**config.mk**
```make
export PLATFORM = sky130hd
export DESIGN_NAME = bus_xfer_ctrl
export DESIGN_NICKNAME = d
export VERILOG_FILES = /design/src/rtl/bus_xfer_pkg.sv /design/src/rtl/rr_arb2.sv /design/src/rtl/bus_xfer_ctrl.sv
export SDC_FILE = /design/constraint.sdc
export NUM_CORES = 1
export LEC_CHECK = 0
export ABC_AREA = 1
export CORE_MARGIN = 3
export CORE_UTILIZATION = 40
export CTS_BUF_LIST = sky130_fd_sc_hd__clkbuf_4
export CTS_CLUSTER_DIAMETER = 60
export CTS_CLUSTER_SIZE = 14
export DETAILED_ROUTE_END_ITERATION = 10
export PLACE_DENSITY = 0.81
export SETUP_SLACK_MARGIN = 0.1
export SYNTH_ARGS = -nofsm -noshare
export SYNTH_HDL_FRONTEND = slang
export SYNTH_SLANG_ARGS = --single-unit
```
**constraint.sdc**
```tcl
create_clock -name clk -period 1.46 [get_ports clk]
set_clock_uncertainty 0.1 [all_clocks]
set_input_delay 0.292 -clock clk [delete_from_list [all_inputs] [get_ports clk]]
set_output_delay 0.292 -clock clk [all_outputs]
set_load 0.1 [all_outputs]
```
**src/rtl/bus_xfer_pkg.sv**
```systemverilog
// rtl/bus_xfer_pkg.sv - shared types and constants for the byte-bus transfer sequencer
//
// Contents:
//   DATA_W_DEF : default bus data width
//   state_t    : sequencer state (IDLE, DRIVE)
//   chan_t     : 1-bit source / destination index
package bus_xfer_pkg;

  localparam int DATA_W_DEF = 8;

  typedef enum logic {
    IDLE  = 1'b0,
    DRIVE = 1'b1
  } state_t;

  typedef logic chan_t;

endpackage

```
**src/rtl/rr_arb2.sv**
```systemverilog
// rtl/rr_arb2.sv - combinational 2-way round-robin arbiter
//
// Ports:
//   req       in  [1:0] request lines, bit N = source N
//   rr        in  chan_t source favoured when both request
//   grant_vld out 1     at least one source is requesting
//   grant     out chan_t winning source (0 when grant_vld=0)
module rr_arb2
  import bus_xfer_pkg::*;
(
  input  logic [1:0] req,
  input  chan_t      rr,
  output logic       grant_vld,
  output chan_t      grant
);

  always_comb begin
    grant_vld = |req;
    grant     = 1'b0;
    case (req)
      2'b01:   grant = 1'b0;
      2'b10:   grant = 1'b1;
      2'b11:   grant = rr;
      default: grant = 1'b0;
    endcase
  end

endmodule

```
**src/rtl/bus_xfer_ctrl.sv**
```systemverilog
// rtl/bus_xfer_ctrl.sv - 2-source / 2-destination byte-bus transfer sequencer
//
// Parameters:
//   DATA_W  : bus data width
//   TIMEOUT : DRIVE cycles without ready before the transfer is dropped (0 = never)
// Optional build macro:
//   BUS_XFER_CTRL_PARITY_EN : adds out0_par / out1_par (even parity of outN while valid)
// Ports:
//   clk, rst_n              : clock, asynchronous active-low reset
//   reqN, dstN, dataN       : source N request, destination select, byte
//   ackN                    : one-cycle pulse, source N byte captured
//   outN, outN_vld, outN_rdy: destination N data / valid / ready
//   busy                    : high while a transfer is being driven
//   err                     : one-cycle pulse, transfer dropped on timeout
module bus_xfer_ctrl
  import bus_xfer_pkg::*;
#(
  parameter int DATA_W  = DATA_W_DEF,
  parameter int TIMEOUT = 15
) (
  input  logic              clk,
  input  logic              rst_n,
  input  logic              req0,
  input  logic              dst0,
  input  logic [DATA_W-1:0] data0,
  output logic              ack0,
  input  logic              req1,
  input  logic              dst1,
  input  logic [DATA_W-1:0] data1,
  output logic              ack1,
  output logic [DATA_W-1:0] out0,
  output logic              out0_vld,
  input  logic              out0_rdy,
  output logic [DATA_W-1:0] out1,
  output logic              out1_vld,
  input  logic              out1_rdy,
  output logic              busy,
  output logic              err
`ifdef BUS_XFER_CTRL_PARITY_EN
  ,
  output logic              out0_par,
  output logic              out1_par
`endif
);

  // Timer only needs to reach TIMEOUT-1; keep at least one bit so TIMEOUT of 0/1 still elaborates.
  localparam int              TW   = (TIMEOUT > 1) ? $clog2(TIMEOUT) : 1;
  localparam logic [TW-1:0]   TLIM = TW'(TIMEOUT - 1);

  state_t            state, state_nxt;
  chan_t             rr, rr_nxt;
  chan_t             grant;
  logic              grant_vld;
  logic [DATA_W-1:0] hold_data, hold_data_nxt;
  chan_t             hold_dst, hold_dst_nxt;
  logic [TW-1:0]     timer, timer_nxt;

  logic              ack0_nxt, ack1_nxt, err_nxt, busy_nxt;
  logic              out0_vld_nxt, out1_vld_nxt;
  logic [DATA_W-1:0] out0_nxt, out1_nxt;

  logic              sel_vld, sel_rdy, done, tmo, timeout_hit;

  rr_arb2 u_arb (
    .req       ({req1, req0}),
    .rr        (rr),
    .grant_vld (grant_vld),
    .grant     (grant)
  );

  // Only the destination currently being driven is allowed to complete the handshake.
  assign sel_vld     = hold_dst ? out1_vld : out0_vld;
  assign sel_rdy     = hold_dst ? out1_rdy : out0_rdy;
  assign timeout_hit = (TIMEOUT != 0) && (timer == TLIM);
  assign done        = (state == DRIVE) && sel_vld && sel_rdy;
  // Ready on the last allowed cycle beats the timeout.
  assign tmo         = (state == DRIVE) && !sel_rdy && timeout_hit;

  // State register (plus registered datapath and outputs)
  always_ff @(posedge clk or negedge rst_n) begin
    if (!rst_n) begin
      state     <= IDLE;
      rr        <= 1'b0;
      hold_data <= '0;
      hold_dst  <= 1'b0;
      timer     <= '0;
      ack0      <= 1'b0;
      ack1      <= 1'b0;
      out0      <= '0;
      out1      <= '0;
      out0_vld  <= 1'b0;
      out1_vld  <= 1'b0;
      busy      <= 1'b0;
      err       <= 1'b0;
    end else begin
      state     <= state_nxt;
      rr        <= rr_nxt;
      hold_data <= hold_data_nxt;
      hold_dst  <= hold_dst_nxt;
      timer     <= timer_nxt;
      ack0      <= ack0_nxt;
      ack1      <= ack1_nxt;
      out0      <= out0_nxt;
      out1      <= out1_nxt;
      out0_vld  <= out0_vld_nxt;
      out1_vld  <= out1_vld_nxt;
      busy      <= busy_nxt;
      err       <= err_nxt;
    end
  end

  // Next-state logic
  always_comb begin
    state_nxt = state;
    case (state)
      IDLE:    if (grant_vld) state_nxt = DRIVE;
      DRIVE:   if (done || tmo) state_nxt = IDLE;
      default: state_nxt = IDLE;
    endcase
  end

  // Output / datapath next values
  always_comb begin
    rr_nxt        = rr;
    hold_data_nxt = hold_data;
    hold_dst_nxt  = hold_dst;
    timer_nxt     = timer;
    ack0_nxt      = 1'b0;
    ack1_nxt      = 1'b0;
    err_nxt       = 1'b0;
    out0_nxt      = out0;
    out1_nxt      = out1;
    out0_vld_nxt  = out0_vld;
    out1_vld_nxt  = out1_vld;
    busy_nxt      = (state_nxt == DRIVE);

    case (state)
      IDLE: begin
        if (grant_vld) begin
          hold_data_nxt = grant ? data1 : data0;
          hold_dst_nxt  = grant ? dst1 : dst0;
          ack0_nxt      = (grant == 1'b0);
          ack1_nxt      = (grant == 1'b1);
          rr_nxt        = ~grant;
          timer_nxt     = '0;
          // Drive the destination straight from the captured source so vld rises with ack.
          if (hold_dst_nxt) begin
            out1_nxt     = hold_data_nxt;
            out1_vld_nxt = 1'b1;
          end else begin
            out0_nxt     = hold_data_nxt;
            out0_vld_nxt = 1'b1;
          end
        end
      end
      DRIVE: begin
        if (done || tmo) begin
          out0_nxt     = '0;
          out1_nxt     = '0;
          out0_vld_nxt = 1'b0;
          out1_vld_nxt = 1'b0;
          err_nxt      = tmo;
        end else begin
          timer_nxt = timer + TW'(1);
        end
      end
      default: begin
        out0_nxt     = '0;
        out1_nxt     = '0;
        out0_vld_nxt = 1'b0;
        out1_vld_nxt = 1'b0;
      end
    endcase
  end

`ifdef BUS_XFER_CTRL_PARITY_EN
  // Parity is computed from the next data so it changes on the same edge as outN.
  always_ff @(posedge clk or negedge rst_n) begin
    if (!rst_n) begin
      out0_par <= 1'b0;
      out1_par <= 1'b0;
    end else begin
      out0_par <= out0_vld_nxt & (^out0_nxt);
      out1_par <= out1_vld_nxt & (^out1_nxt);
    end
  end
`endif

endmodule
```
==> run_results.csv, run 1 <==
group,metric,value,unit
outcome,status,"finished with violations",
outcome,failed_checks,"negative setup slack",
synthesis,yosysSeqAreaShare,51.6,%
clocking,clkLatencyLatePin,0.32,ns
floorplanning,initial_core_util,43.1,%
synthesis,ys.flop_type,"dfrtp_1",
critical_path,reg2reg_depth,10,
critical_path,rr_startpoint,"timer[0]$_DFFE_PN0P_",
synthesis,synth_edf_count,0,
final_layout,utilization,79.2,%
timing,drv_slew,0,
timing,tightest_slew,0.245,ns
routing,ant_nets,0,
place,dp_hpwl,2900,um
global_route,grt_overflow,0,
synthesis,synth_commonest_cells,"nand2_1 (65), dfrtp_1 (28), nand3_1 (22)",
timing,finalSetupViolCount,23,
pwr,ir_worst_vdd,1580,uV
routing,via_per_inst,5.14,
clocking,tritoncts,"built",
critical_path,crit_fanout,11,
synthesis,synth_top_area_cell,"dfrtp_1",
floorplanning,die_w,64.3,um
final_layout,final_cell_area,2500,sq um
critical_path,crit_required,1.59,ns
critical_path,rrSetupSlack,-0.17,ns
pwr,p_per_area,2330,nW/um^2
timing,whs,0.205,ns
floorplanning,dieArea,4130,sq um
synthesis,synth.area.top_cells,"dfrtp_1 (52%), nand2_1 (18%), nand3_1 (8.1%), nor2_1 (5.5%), o21ai_0 (4.1%)",
synthesis,syn_nets,198,
flow_run,max_cap_violations,0,
synthesis,netlist_area,1360,sq um
final_layout,finalNonFillerCells,293,
place,gp_congestion,0.816,
critical_path,startpoint,"timer[0]$_DFFE_PN0P_",
clocking,numCtsBuffers,3,
clocking,clk_pin_slew_worst_paths,0.15,ns
routing,wl_per_cell,16.4,um
final_layout,area_growth,83.9,%
timing,finalWorstSetupSlack,-0.170,ns
clocking,clk_root_buffer_cell,"clkbuf_4",
min_path,hold_path.class,"in -> async",
timing,final_hold_viol_count,0,
timing,max_freq,0.614,GHz
global_route,grt_max_degree,29,
place,post-place-cells,276,
routing,via_count,1506,
timing,rsz0062_at_grt,"true",
routing,routed_wl,4790,um
floorplanning,die_h,64.3,um
timing,fin_crit_sh,112,%
synthesis,yosysTopAreaCellShare,51.6,%
floorplanning,pin_count,46,
critical_path,start_kind,"flip-flop",
synthesis,synthArstFlopShare,100,%
final_layout,drive_gt1_share,39.4,%
critical_path,end_kind,"flip-flop",
final_layout,fin_nets,276,
floorplanning,coreArea,3150,sq um
clocking,cts_hold_buffers,0,
final_layout,reg_top3,"out0 x8, out1 x8, timer x4",
synthesis,syn_inst,172,
clocking,cts.sinks,28,
timing,slew_headroom,83.6,%
pwr,p_leak,0.00125,uW
place,place_area,2220,sq um
routing,drtIter0Drc,154,
synthesis,synth-seq-cells,28,
critical_path,r2r_end,"timer[0]$_DFFE_PN0P_",
global_route,track_usage,19.9,%
routing,drtPass1Iterations,4,
final_layout,diodes,0,
global_route,grt_pass1_wl,6450,um
synthesis,yosysWarnings,0,
clocking,clk_path_buf_depth,2,
global_route,grt_antenna_before_repair,0,
synthesis,yosysUniqueCellTypes,19,
global_route,grt_pass1_vias,1387,
critical_path,crit_arrival,1.76,ns
critical_path,path_class,"reg -> reg",
synthesis,yosysMostFrequentCell,"nand2_1",
floorplanning,rows,20,
routing,drt_drc_violations_left,0,
synthesis,avgSynthCellArea,7.90,sq um
timing,period_minus_slack,1.63,ns
clocking,cts_max_level,1,
place,io_buffers,45,
==> stage by stage <==
stage / setup slack [ns] / total power, uW / TNS (ns)
2_1_floorplan: -0.164 / 3480 / -3.15
3_3_place_gp: -0.278 / 4830 / -6.11
3_5_place_dp: -0.372 / 4920 / -7.70
4_1_cts: -0.0864 / 5420 / -1.52
5_1_grt: -0.231 / 6090 / -4.08
6_report: -0.170 / 5820 / -2.70
==> placed cells by master (no fill, tap or decap) <==
| cell type | Yosys | final |
|---|---|---|
| buf_12 | 0 | 24 |
| buf_4 | 1 | 28 |
| buf_6 | 1 | 3 |
| clkbuf_4 | 0 | 4 |
| clkdlybuf4s50_1 | 0 | 23 |
| dfrtp_1 | 28 | 24 |
| dfrtp_2 | 0 | 3 |
| dfrtp_4 | 0 | 1 |
| ha_1 | 2 | 1 |
| ha_4 | 0 | 1 |
| inv_1 | 7 | 5 |
| inv_2 | 2 | 3 |
| inv_4 | 0 | 1 |
| nand2_1 | 65 | 52 |
| nand2_2 | 2 | 12 |
| nand2_4 | 0 | 3 |
| nand2_8 | 1 | 1 |
| nand3_1 | 22 | 14 |
| nand3_2 | 1 | 8 |
| nand3_4 | 0 | 1 |
| nand4_1 | 1 | 1 |
| nor2_1 | 20 | 19 |
| nor2_2 | 1 | 1 |
| nor2_4 | 0 | 1 |
| nor3_2 | 0 | 1 |
| o21ai_0 | 11 | 9 |
| o21ai_1 | 0 | 1 |
| o21ai_2 | 0 | 1 |
| o21bai_1 | 2 | 2 |
| or2_2 | 1 | 1 |
==> worst max path at each step <==
stage                                 endpoint  slack, ns  depth (start not counted)
final                     timer[0]$_DFFE_PN0P_      -0.17                         10
after detailed placement  timer[2]$_DFFE_PN0P_      -0.37                          8
after global routing       out1[2]$_DFFE_PN0P_      -0.23                         11
after global placement          rr$_DFFE_PN0P_      -0.28                          7
after CTS                  out1[7]$_DFFE_PN0P_      -0.09                         10
after floorplan            out0[2]$_DFFE_PN0P_      -0.16                          9
==> report_power, final <==
group	leakage, uW	switching (uW)	total, uW	internal (uW)
sequential	0.000364	311	1380	1070
combinational	0.000863	2560	4110	1550
clock	0.0000184	208	334	125
==> cells by family (layout without fill, tap and decap cells) <==
family	count (synthesis)	after routing	synth area share, %
simple gates	115	115	36.5
flops	28	28	51.6
buf+inv	14	91	4.97
compound gates	13	13	5.16
fa+ha+maj	2	2	1.84
==> routing by layer <==
layer  track usage [%]  part of all wire [%]
met5                 0                     0
met4              6.33                   2.6
met1              24.3                    39
met3              4.39                   5.0
met2              34.8                    54
==> worst max-delay path, cell delays in order (launching register included) <==
cell and delay, ns:
dfrtp_1 0.43, inv_2 0.09, ha_4 0.12, nand2_2 0.05, nor2_2 0.10, nand2_1 0.10
nand2_2 0.11, nand2_4 0.09, buf_6 0.16, nand3_1 0.10, nand2_1 0.08
==> final cells by class <==
type	instances	area, sq um
timing repair buffer	78	955
multi-input combinational	130	714
sequential	28	708
fill	182	654
tap	44	55.1
inverter	9	36.3
clock buffer	4	30.0
==> repair_timing <==
action | in CTS | in global routing
setup endpoints to repair | 27 | 41
pin swaps | 2 | 11
setup buffers | 4 | 9
gates resized for setup | 16 | 23
(Power assumes the default switching activity.)
==> run 2: changes to the inputs <==
PLACE_DENSITY = not set   (was 0.81)
PLACE_DENSITY_LB_ADDON = 0.1   (was not set)
SKIP_LAST_GASP = 1   (was not set)
==> run 2 against run 1 <==
The run still ends with negative setup slack left. Core utilization grew 6.9 points. Clock power rose by 62%. Routed wire length up 21%. Fmax increased by 1.5%. Sequential power about the same. Sequential share of layout area is 2.3 points lower. Combinational power grew 9.7%. Total power increased by 11%. Register-to-register slack improved by 0.02 ns. Worst setup slack better by 0.024 ns. Cell area is 8.7% higher. Critical path type unchanged.
==> run_results.csv, run 2 (synthesized netlist as in run 1, its figures left out) <==
group,metric,value,unit
outcome,status,"finished with violations",
outcome,failed_checks,"negative setup slack",
clocking,clk_path_buf_depth,2,
critical_path,start_kind,"flip-flop",
timing,finalWorstSetupSlack,-0.146,ns
clocking,numCtsBuffers,3,
timing,drv_slew,0,
min_path,hold_path.class,"in -> async",
clocking,cts_hold_buffers,0,
floorplanning,rows,20,
final_layout,finalNonFillerCells,304,
critical_path,reg2reg_depth,9,
place,pre_cts_ws,-0.348,ns
pwr,p_leak,0.00134,uW
floorplanning,pin_count,46,
global_route,grt_antenna_before_repair,0,
critical_path,crit_required,1.61,ns
critical_path,rrSetupSlack,-0.15,ns
floorplanning,initial_core_util,43.1,%
flow_run,max_cap_violations,0,
final_layout,final_common_cell,"nand2_1",
global_route,grt_overflow,0,
final_layout,area_growth,99.9,%
critical_path,cp_num_buf_inv,2,
timing,max_freq,0.623,GHz
final_layout,diodes,0,
timing,tightest_slew,0.259,ns
timing,rsz0062_at_grt,"true",
timing,period_minus_slack,1.61,ns
timing,fin_crit_sh,110,%
critical_path,crit_fanout,6,
clocking,clk_root_buffer_cell,"clkbuf_4",
critical_path,r2r_end,"out0[7]$_DFFE_PN0P_",
global_route,grt_max_degree,29,
routing,drtPass1Iterations,5,
critical_path,crit_path_cell_trace,"inv_2, nand2_1, nand2_1, nand2_1, nand2_4, nand2_8, buf_16, nand3_2, nand2_1",
floorplanning,die_w,64.3,um
clocking,cts.sinks,28,
critical_path,path_class,"reg -> reg",
routing,drt_drc_violations_left,0,
pwr,ir_worst_vdd,1420,uV
timing,slew_headroom,82.5,%
routing,via_per_inst,5.54,
clocking,tritoncts,"built",
routing,via_count,1683,
place,dp_hpwl,3000,um
timing,final_hold_viol_count,0,
clocking,cts_max_level,1,
timing,finalSetupViolCount,23,
floorplanning,coreArea,3150,sq um
global_route,grt_pass1_vias,1604,
floorplanning,die_h,64.3,um
clocking,clk_pin_slew_worst_paths,0.18,ns
routing,wl_per_cell,19.1,um
place,gp_congestion,0.769,
global_route,track_usage,23.5,%
place,io_buffers,45,
timing,fin_setup_tns,-2.39,ns
critical_path,crit_family,"simple AND/OR/NAND/NOR gates",
final_layout,reg_top3,"out0 x8, out1 x8, timer x4",
final_layout,fin_nets,287,
pwr,p_per_area,2380,nW/um^2
final_layout,utilization,86.2,%
critical_path,rr_startpoint,"hold_dst$_DFFE_PN0P_",
floorplanning,dieArea,4130,sq um
critical_path,critPathMostFrequentCell,"nand2_1",
clocking,clkLatencyLatePin,0.34,ns
global_route,grt_pass1_wl,7650,um
critical_path,end_kind,"flip-flop",
final_layout,drive_gt1_share,45.4,%
critical_path,crit_arrival,1.76,ns
routing,ant_nets,0,
place,post-place-cells,274,
critical_path,cp_slowest_cell,"dfrtp_1",
final_layout,num-fill-cells,166,
critical_path,cpPeakStageDelay,0.48,ns
routing,drtIter0Drc,164,
pwr,power.total,6460,uW
routing,routed_wl,5800,um
final_layout,mostFrequentLayoutCells,"nand2_1 (51), buf_4 (33), dfrtp_1 (24), clkdlybuf4s50_1 (23), buf_12 (23)",
-- run 2: changes by cell type in the layout (fill, tap and decap cells not counted), sizes merged --
cell,previous run,this run
nand2,68,69
buf,55,65
bufinv,0,1
clkbuf,4,3
-- run 2: routing by layer --
layer  track usage (%)  wire (um)  vias to the layer above
li1                  -          -                      728
met1              28.1       2150                      801
met2              43.6       2960                      124
met3              4.04        463                       30
met4              5.28        220                        0
met5                 0          0                        -
-- run 2: timing repair --
action / CTS / global route
setup endpoints to repair: 33 / 47
pin swaps: 22 / 7
resized for setup: 38 / 23
cloned: 1 / 2
buffers inserted: 12 / 12
-- run 2: worst max path at each step --
stage                    startpoint                  end  slack (ns)  cells after the start
2_1_floorplan       state$_DFF_PN0_  out0[2]$_DFFE_PN0P_       -0.16                      9
3_3_place_gp               out1_rdy  out1[2]$_DFFE_PN0P_       -0.26                     10
3_5_place_dp                   req0  out0[2]$_DFFE_PN0P_       -0.35                      9
4_1_cts             state$_DFF_PN0_                 busy       -0.08                      2
5_1_grt        hold_dst$_DFFE_PN0P_  out0[0]$_DFFE_PN0P_       -0.18                      9
6_report       hold_dst$_DFFE_PN0P_  out0[7]$_DFFE_PN0P_       -0.15                      9
-- run 2: power breakdown --
group,internal (uW),total (uW),switching [uW]
clock network,277,541,264
logic,1780,4510,2730
registers,1060,1400,338
total,3120,6460,3330
-- run 2: stage by stage --
step / instance area (sq um) / hold slack [ns]
5_1_grt: 2720 / 0.184
3_3_place_gp: 2210 / 0.408
4_1_cts: 2530 / 0.196
3_5_place_dp: 2210 / 0.421
2_1_floorplan: 1370 / -0.104
6_report: 2720 / 0.190
-- run 2: worst reg2reg max path, stage by stage (launching register included) --
cell and delay [ns]:
dfrtp_1 0.48, inv_2 0.13, nand2_1 0.07, nand2_1 0.11, nand2_1 0.11, nand2_4 0.11
nand2_8 0.10, buf_16 0.17, nand3_2 0.06, nand2_1 0.07
-- run 2: cell type report --
cell class              instances  area (sq um)  share of cell area [%]
repair buffers                 88          1050                    38.8
multi-input cells             131           811                    29.8
flip-flops and latches         28           708                    26.1
well taps                      44          55.1                    2.03
inverters                       9          36.3                    1.34
clock inverters                 1          30.0                    1.11
clock buffers                   3          22.5                   0.829
